$ cat src/rtl/rca_fa4bit.sv
// Ripple-carry adder: a chain of full-adder cells plus a one-cycle registered result.
// Optional signed-overflow flag (ovf, ovf_q) is enabled by defining RCA_OVF_EN.

module rca_fa_cell (
    input  logic a,
    input  logic b,
    input  logic ci,
    output logic s,
    output logic co
);
    logic p;

    assign p  = a ^ b;
    assign s  = p ^ ci;
    assign co = (a & b) | (ci & p);
endmodule

module rca_fa4bit #(
    parameter int WIDTH = 4
) (
    input  logic             clk,
    input  logic             rst,
    output logic [WIDTH-1:0] s,
    output logic [WIDTH-2:0] c,
    output logic             cout,
    input  logic [WIDTH-1:0] A,
    input  logic [WIDTH-1:0] B,
    input  logic             cin,
    output logic [WIDTH-1:0] s_q,
    output logic             cout_q
`ifdef RCA_OVF_EN
    ,
    output logic             ovf,
    output logic             ovf_q
`endif
);
    // k[i] is the carry into cell i; k[WIDTH] is the carry out of the MSB cell
    logic [WIDTH:0] k;

    assign k[0] = cin;

    genvar i;
    generate
        for (i = 0; i < WIDTH; i++) begin : g_cell
            rca_fa_cell u_cell (
                .a  (A[i]),
                .b  (B[i]),
                .ci (k[i]),
                .s  (s[i]),
                .co (k[i+1])
            );
        end
    endgenerate

    assign c    = k[WIDTH-1:1];
    assign cout = k[WIDTH];

    always_ff @(posedge clk) begin
        if (rst) begin
            s_q    <= '0;
            cout_q <= 1'b0;
        end else begin
            s_q    <= s;
            cout_q <= cout;
        end
    end

`ifdef RCA_OVF_EN
    // Signed overflow: carry into the sign bit differs from carry out of it
    assign ovf = k[WIDTH-1] ^ k[WIDTH];

    always_ff @(posedge clk) begin
        if (rst) ovf_q <= 1'b0;
        else     ovf_q <= ovf;
    end
`endif
endmodule

$ cat config.mk
export PLATFORM = sky130hd
export DESIGN_NAME = rca_fa4bit
export DESIGN_NICKNAME = d
export VERILOG_FILES = /design/src/rtl/rca_fa4bit.sv
export SDC_FILE = /design/constraint.sdc
export NUM_CORES = 1
export LEC_CHECK = 0
export CAP_MARGIN = 20
export CORE_AREA = 3 3 40 42
export CTS_CLUSTER_DIAMETER = 120
export DETAILED_ROUTE_END_ITERATION = 10
export DIE_AREA = 0 0 43 45
export GPL_ROUTABILITY_DRIVEN = 0
export HOLD_SLACK_MARGIN = 0.02
export SYNTH_ARGS = -nofsm -noshare
export SYNTH_HDL_FRONTEND = slang
export SYNTH_SLANG_ARGS = --single-unit
$ cat constraint.sdc
create_clock -name clk -period 8.71 [get_ports clk]
set_input_delay 1.742 -clock clk [delete_from_list [all_inputs] [get_ports clk]]
set_output_delay 1.742 -clock clk [all_outputs]
set_load 0.01 [all_outputs]
# After elaboration in Yosys (flattened, before gate mapping)
# Cells that the tools add are included.
# Widths: inputs -> output; s select.
[word_totals]
mem_count = 0
latchBits = 0
romBits = 0
input_bits = 11
register_bits = 5
ramBits = 0
elab_cells = 22
output_inout_bits = 13
[classes]
n_eq_ne = 0
n_mul = 0
bitwise_logic = 20
n_addsub = 0
magnitude_cmp = 0
div_mod_pow = 0
n_mux = 0
shifts = 0
reduce_logical = 0
[ops]
columns = ["operator", "count"]
rows = [
  ["$and 1x1->1", 8],
  ["$xor 1x1->1", 8],
  ["$or 1x1->1", 4],
]

# Logic depth before layout (Yosys ltp)
# Gate-level depths: netlist (run 1).
[depth]
depth_word = 9
depth_mapped = 5
ltp_nobuf = 5

# By module
# A second synthesis (run 1) with hierarchy kept.
[unflattened]
cells_unflattened = 14
hier_area_um2 = 211.5
[by_module_without_submodules]
columns = ["mod", "n_inst", "seq_area_each_um2", "cells_each", "area_each_um2"]
rows = [
  ["rca_fa4bit", 1, 100.1, 10, 131.4],
  ["rca_fa_cell", 4, 0.0, 1, 20.0],
]

# Worst setup path after synthesis (run 1)
# No wires, ideal clock.
[synth_timing]
path_kind = "input-to-output"
from = "input A[0]"
to = "output s[3]"
arrival_time_ps = 3595
required_time_ps = 6968
stages = 5
slack_ps = 3373
path_buffers = 1
cell_sequence = "fa_1 fa_1 fa_1 fa_1 buf_4"
[synth_via]
elab_chain_cells = 8
word_cells_on_any_way = 9
cone_classes = "bitwise: 9"
[synth_lines]
columns = ["element", "line", "source"]
rows = [
  ["from (decl)", "26", "input logic [WIDTH-1:0] A,"],
  ["$xor 1x1->1", "13", "assign p = a ^ b;"],
  ["$and 1x1->1", "15", "assign co = (a & b) | (ci & p);"],
  ["$or 1x1->1 *", "15", ""],
  ["$and 1x1->1 *", "15", ""],
  ["$or 1x1->1 *", "15", ""],
  ["net g_cell[1].u_cell.co", "9", "output logic co"],
  ["$and 1x1->1 *", "15", ""],
  ["$or 1x1->1 *", "15", ""],
  ["net g_cell[2].u_cell.co", "9", ""],
  ["$xor 1x1->1 *", "14", "assign s = p ^ ci;"],
  ["to (decl)", "23", "output logic [WIDTH-1:0] s,"],
]
# The timed path passes the listed nets; every way through them passes the cells marked *.

# Final worst setup path (run 1)
[layout_timing]
from = "input A[0]"
to = "output s[3]"
[layout_via]
elab_chain_cells = 8
word_cells_on_any_way = 9
cone_classes = "bitwise: 9"
[layout_lines]
columns = ["element", "line"]
rows = [
  ["$xor 1x1->1", "13"],
  ["$and 1x1->1", "15"],
  ["$or 1x1->1 *", "15"],
  ["$and 1x1->1 *", "15"],
  ["$or 1x1->1 *", "15"],
  ["$and 1x1->1 *", "15"],
  ["$or 1x1->1 *", "15"],
  ["$xor 1x1->1 *", "14"],
]
# Mark *: on every way between the ends. The rest lies on a longest branch, timed or not.

==> results.sh, run 1 <==
export IMPL_cts_root_buf="clkbuf_4"
export IMPL_cts_sinks=5
export IMPL_drt_iter0_drc=0
export IMPL_antennaDiodeCount=0
export IMPL_post_route_drc_count=0
export IMPL_p_per_area_mw_per_mm2=172
export IMPL_synthCells=21
export IMPL_post_place_ws_ns=2.41
export IMPL_power_leakage_nw=0.185
export IMPL_syn_nets=36
export IMPL_async_flop_share=0
export IMPL_fin_crit_ns=6.29
export IMPL_crit_path_start_kind="input pin"
export IMPL_io_buffers=23
export IMPL_die_h_um=45
export IMPL_final_cells=56
export IMPL_required_ns=6.97
export IMPL_fillCellCount=130
export IMPL_critPathCaptureType="primary output"
export IMPL_hold_viol=0
export IMPL_fmax_mhz=159
export IMPL_syn_avg_cell_area_um2=12.6
export IMPL_worst_pin_slew_ns=0.156
export IMPL_yosys_warnings=0
export IMPL_core_area_mm2=0.00128
export IMPL_grt_max_degree=6
export IMPL_maxSlewHeadroom=0.896
export IMPL_ctsHoldBuffers=0
export IMPL_worst_slack_ns=2.42
export IMPL_num_vias=212
export IMPL_cts_buffers=3
export IMPL_grt_overflow=0
export IMPL_wl_per_cell_um=11.2
export IMPL_path_cells="clkdlybuf4s50_1, fa_1, fa_1, fa_1, fa_1, clkdlybuf4s50_1"
export IMPL_synth_edf_count=0
export IMPL_period_share=0.722
export IMPL_dieArea_mm2=0.00194
export IMPL_yosys_top_cells_area="dfxtp_1 38%, fa_1 30%, buf_4 20%"
export IMPL_cts_tree="yes"
export IMPL_yosysTopAreaCellShare=0.379
export IMPL_ys_top_cells_by_count="7 x buf_4, 5 x dfxtp_1, 5 x nor2b_1"
export IMPL_cts_setup_buffers=0
export IMPL_hold_path_class="in2reg"
export IMPL_cap_violations=0
export IMPL_ys_flop_type="dfxtp_1"
export IMPL_ctsResizeCount=0
export IMPL_grt_pass1_vias=248
export IMPL_yosysSeqAreaShare=0.379
export IMPL_worstSetupPathType="in2out"
export IMPL_cpMostUsedCell="fa_1"
export IMPL_synth_area_um2=264
export IMPL_dp_cells=52
export IMPL_fp_dieW_um=43
export IMPL_rsz0062_at_grt="false"
export IMPL_crit_fanout=2
export IMPL_slowest_stage="clkdlybuf4s50_1"
export IMPL_synth_most_common_cell="buf_4"
export IMPL_htreeDepth=1
export IMPL_utilization=0.379
export IMPL_synth_distinct_cells=4
export IMPL_wl_um=627
export IMPL_ant_nets=0
export IMPL_fin_nets=57
export IMPL_setup_viol=0
export IMPL_clk_pin_slew_worst_paths_ns=0.04
export IMPL_drt_pass1_iterations=1
export IMPL_grt_use_total=0.0755
export IMPL_antenna_found_initial=0
export IMPL_viasPerCell=3.79
export IMPL_start_util=0.205
export IMPL_status="completed"
export IMPL_row_count=13
export IMPL_slew_viol_final=0
export IMPL_ir_worst_vdd_mv=0.0346
export IMPL_io_pins=24
export IMPL_tns_ns=0
export IMPL_yosys_area_top_type="dfxtp_1"
export IMPL_drive_above_1_share=0.0732
export IMPL_slowest_delay_ns=0.54
export IMPL_grt_pass1_wl_um=945
export IMPL_clockBufferDepth=2
export IMPL_crit_arrival_ns=4.55
export IMPL_synthToLayoutAreaGrowth_pct=84.4
export IMPL_ys_ff_latch=5
[routing by layer]
| metal | up-vias | routed length (um) | GRT usage |
|---|---|---|---|
| met1 | 94 | 220 | 0.0616 |
| met5 | - | 0 | 0 |
| met2 | 22 | 311 | 0.126 |
| li1 | 96 | - | - |
| met4 | 0 | 0 | 0.0904 |
| met3 | 0 | 96 | 0.0319 |
[cell usage in the layout (no fill, tap or decap), drive strengths merged]
cell type      synthesis  routed
fa                     4       4
nor2b                  5       5
clkbuf                 0       4
dfxtp                  5       5
clkdlybuf4s50          0      23
[state kept, by name, indices dropped and copies added, names as in the netlist]
register / cells
s_q: 4
cout_q: 1
[area by class of cell]
cell class,count,area (um^2),share of cell area
Clock buffer,4,26.3,0.0540
Tap cell,15,18.8,0.0386
Multi-Input combinational cell,9,111,0.229
Sequential cell,5,100,0.206
Timing Repair Buffer,23,230,0.473
[critical path, delay by kind of cell]
kind | cells | cell delay (ns)
fa+ha+maj | 4 | 1.84
buf+inv | 2 | 0.97
[power by group]
group	internal, W	switching (W)	leakage, nW
logic	0.0000205	0.0000114	0.129
clock network	0.0000172	0.00000825	0.0150
registers	0.0000256	0.000000619	0.0417
total	0.0000633	0.0000203	0.185
[metrics by stage]
stage / area, um^2 / hold WS, ns / total power [W]
finish: 487 / 2.14 / 0.0000836
global route: 487 / 2.15 / 0.0000883
CTS: 487 / 2.13 / 0.0000861
detailed placement: 460 / 2.38 / 0.0000591
global placement: 460 / 2.39 / 0.0000585
floorplan: 264 / 1.81 / 0.0000432
[logic make-up (layout without fill, tap and decap cells)]
group,after synthesis,after routing,share of synthesized area
flip-flops,5,5,0.379
AND/OR/NAND/NOR,5,5,0.118
buffers and inverters,7,27,0.199
adder cells (fa/ha/maj),4,4,0.303
[worst paths after layout]
kind	slack, ns	cells after the start	end	start
hold / removal	2.14	2	s_q[2]$_SDFF_PP0_	rst
setup / recovery	2.42	6	s[3]	A[0]
(Power assumes the default switching activity.)
==> run 2, diff against run 1 <==
- clock period: 8.71 -> 5.45 ns (I/O delays scaled with it)
==> results.sh, run 2 (synthesis results as in run 1) <==
export IMPL_die_h_um=45
export IMPL_p_per_area_mw_per_mm2=275
export IMPL_cap_violations=0
export IMPL_wl_met1_um=199
export IMPL_regMostFlops="s_q"
export IMPL_whs_ns=1.50
export IMPL_p_int_w=0.000101
export IMPL_antenna_found_initial=0
export IMPL_critPathCaptureType="primary output"
export IMPL_fin_crit_ns=4.99
export IMPL_hold_path_class="in2reg"
export IMPL_slew_viol_final=0
export IMPL_synthToLayoutAreaGrowth_pct=84.4
export IMPL_grt_pass1_vias=222
export IMPL_grt_pass1_wl_um=931
export IMPL_htreeDepth=1
export IMPL_viasPerCell=3.64
export IMPL_core_area_mm2=0.00128
export IMPL_fmax_mhz=200
export IMPL_setup_viol=0
export IMPL_finalPower_w=0.000134
export IMPL_largest_reg_flops=4
export IMPL_switching_share=0.245
export IMPL_period_share=0.916
export IMPL_ctsResizeCount=0
export IMPL_post_place_ws_ns=0.442
export IMPL_grt_max_degree=6
export IMPL_grt_use_total=0.0715
export IMPL_rsz0062_at_grt="false"
export IMPL_fin_nets=57
export IMPL_status="completed"
export IMPL_cts_root_buf="clkbuf_4"
export IMPL_start_util=0.205
export IMPL_cts_buffers=3
export IMPL_final_cell_mix="23 x clkdlybuf4s50_1, 5 x nor2b_1, 5 x dfxtp_1, 4 x fa_1, 3 x clkbuf_4"
export IMPL_ir_worst_vdd_mv=0.0639
export IMPL_p_sw_w=0.0000328
export IMPL_io_buffers=23
export IMPL_worstSetupPathType="in2out"
export IMPL_num_vias=204
export IMPL_ant_nets=0
export IMPL_cts_tree="yes"
export IMPL_grt_overflow=0
export IMPL_row_count=13
export IMPL_crit_arrival_ns=3.90
export IMPL_hold_viol=0
export IMPL_power_frac_clock=0.309
export IMPL_crit_fanout=2
export IMPL_reg_largest_list="s_q x4, cout_q x1"
export IMPL_cts_setup_buffers=0
export IMPL_clk_pin_slew_worst_paths_ns=0.04
export IMPL_antennaDiodeCount=0
export IMPL_dr_max_layer_used="met3"
export IMPL_utilization=0.379
export IMPL_pwr_share_seq=0.312
export IMPL_power_leakage_nw=0.185
export IMPL_clockBufferDepth=2
export IMPL_fp_dieW_um=43
export IMPL_maxSlewHeadroom=0.884
export IMPL_wl_met3_um=116
export IMPL_ctsHoldBuffers=0
export IMPL_crit_path_start_kind="input pin"
export IMPL_drt_pass1_iterations=1
export IMPL_drt_iter0_drc=0
export IMPL_wl_per_cell_um=11.0
export IMPL_dr_wl_met2_um=302
export IMPL_io_pins=24
export IMPL_drive_above_1_share=0.0732
export IMPL_worst_pin_slew_ns=0.174
export IMPL_required_ns=4.36
export IMPL_cts_sinks=5
export IMPL_power_frac_comb=0.379
export IMPL_post_route_drc_count=0
export IMPL_dieArea_mm2=0.00194
export IMPL_worst_slack_ns=0.455
export IMPL_tns_ns=0
export IMPL_final_common_cell="clkdlybuf4s50_1"
export IMPL_wl_um=618
==> run 2: cell counts in the layout (fill, tap and decap cells not counted) <==
Identical to the previous run, type by type.
==> run 2: area by class of cell <==
type / count / area, um^2
well taps: 15 / 18.8
multi-input cells: 9 / 111
flip-flops and latches: 5 / 100
clock buffers: 4 / 26.3
repair buffers: 23 / 230
fillers: 129 / 798
==> run 2: path summary, 6_finish.rpt <==
path	slack, ns	end	from	cells after the start
worst min-delay path	1.50	s_q[3]$_SDFF_PP0_	rst	2
worst max-delay path	0.46	s[3]	A[0]	6
==> run 2: per-stage QoR <==
step,std cells,area (um^2)
5_1_grt,56,487
2_1_floorplan,21,264
3_3_place_gp,52,460
6_report,56,487
3_5_place_dp,52,460
4_1_cts,56,487
==> run 2: worst max-delay path, cell delays in order <==
cell and delay, ns:
clkdlybuf4s50_1 0.43, fa_1 0.47, fa_1 0.43, fa_1 0.43, fa_1 0.52, clkdlybuf4s50_1 0.54
==> run 2: per-layer routing <==
metal  GRT usage  vias to the layer above
met1      0.0522                       87
met4      0.0723                        0
met2       0.126                       22
li1            -                       95
met5           0                        -
met3      0.0398                        0
==> run 2: power by group through the flow <==
stage                     clock network (W)   logic, W  registers, W
after floorplan                           0  0.0000242     0.0000448
after global placement                    0  0.0000511     0.0000423
after detailed placement                  0  0.0000519     0.0000425
after CTS                         0.0000441  0.0000522     0.0000418
after global routing              0.0000451  0.0000552     0.0000420
final                             0.0000414  0.0000508     0.0000418
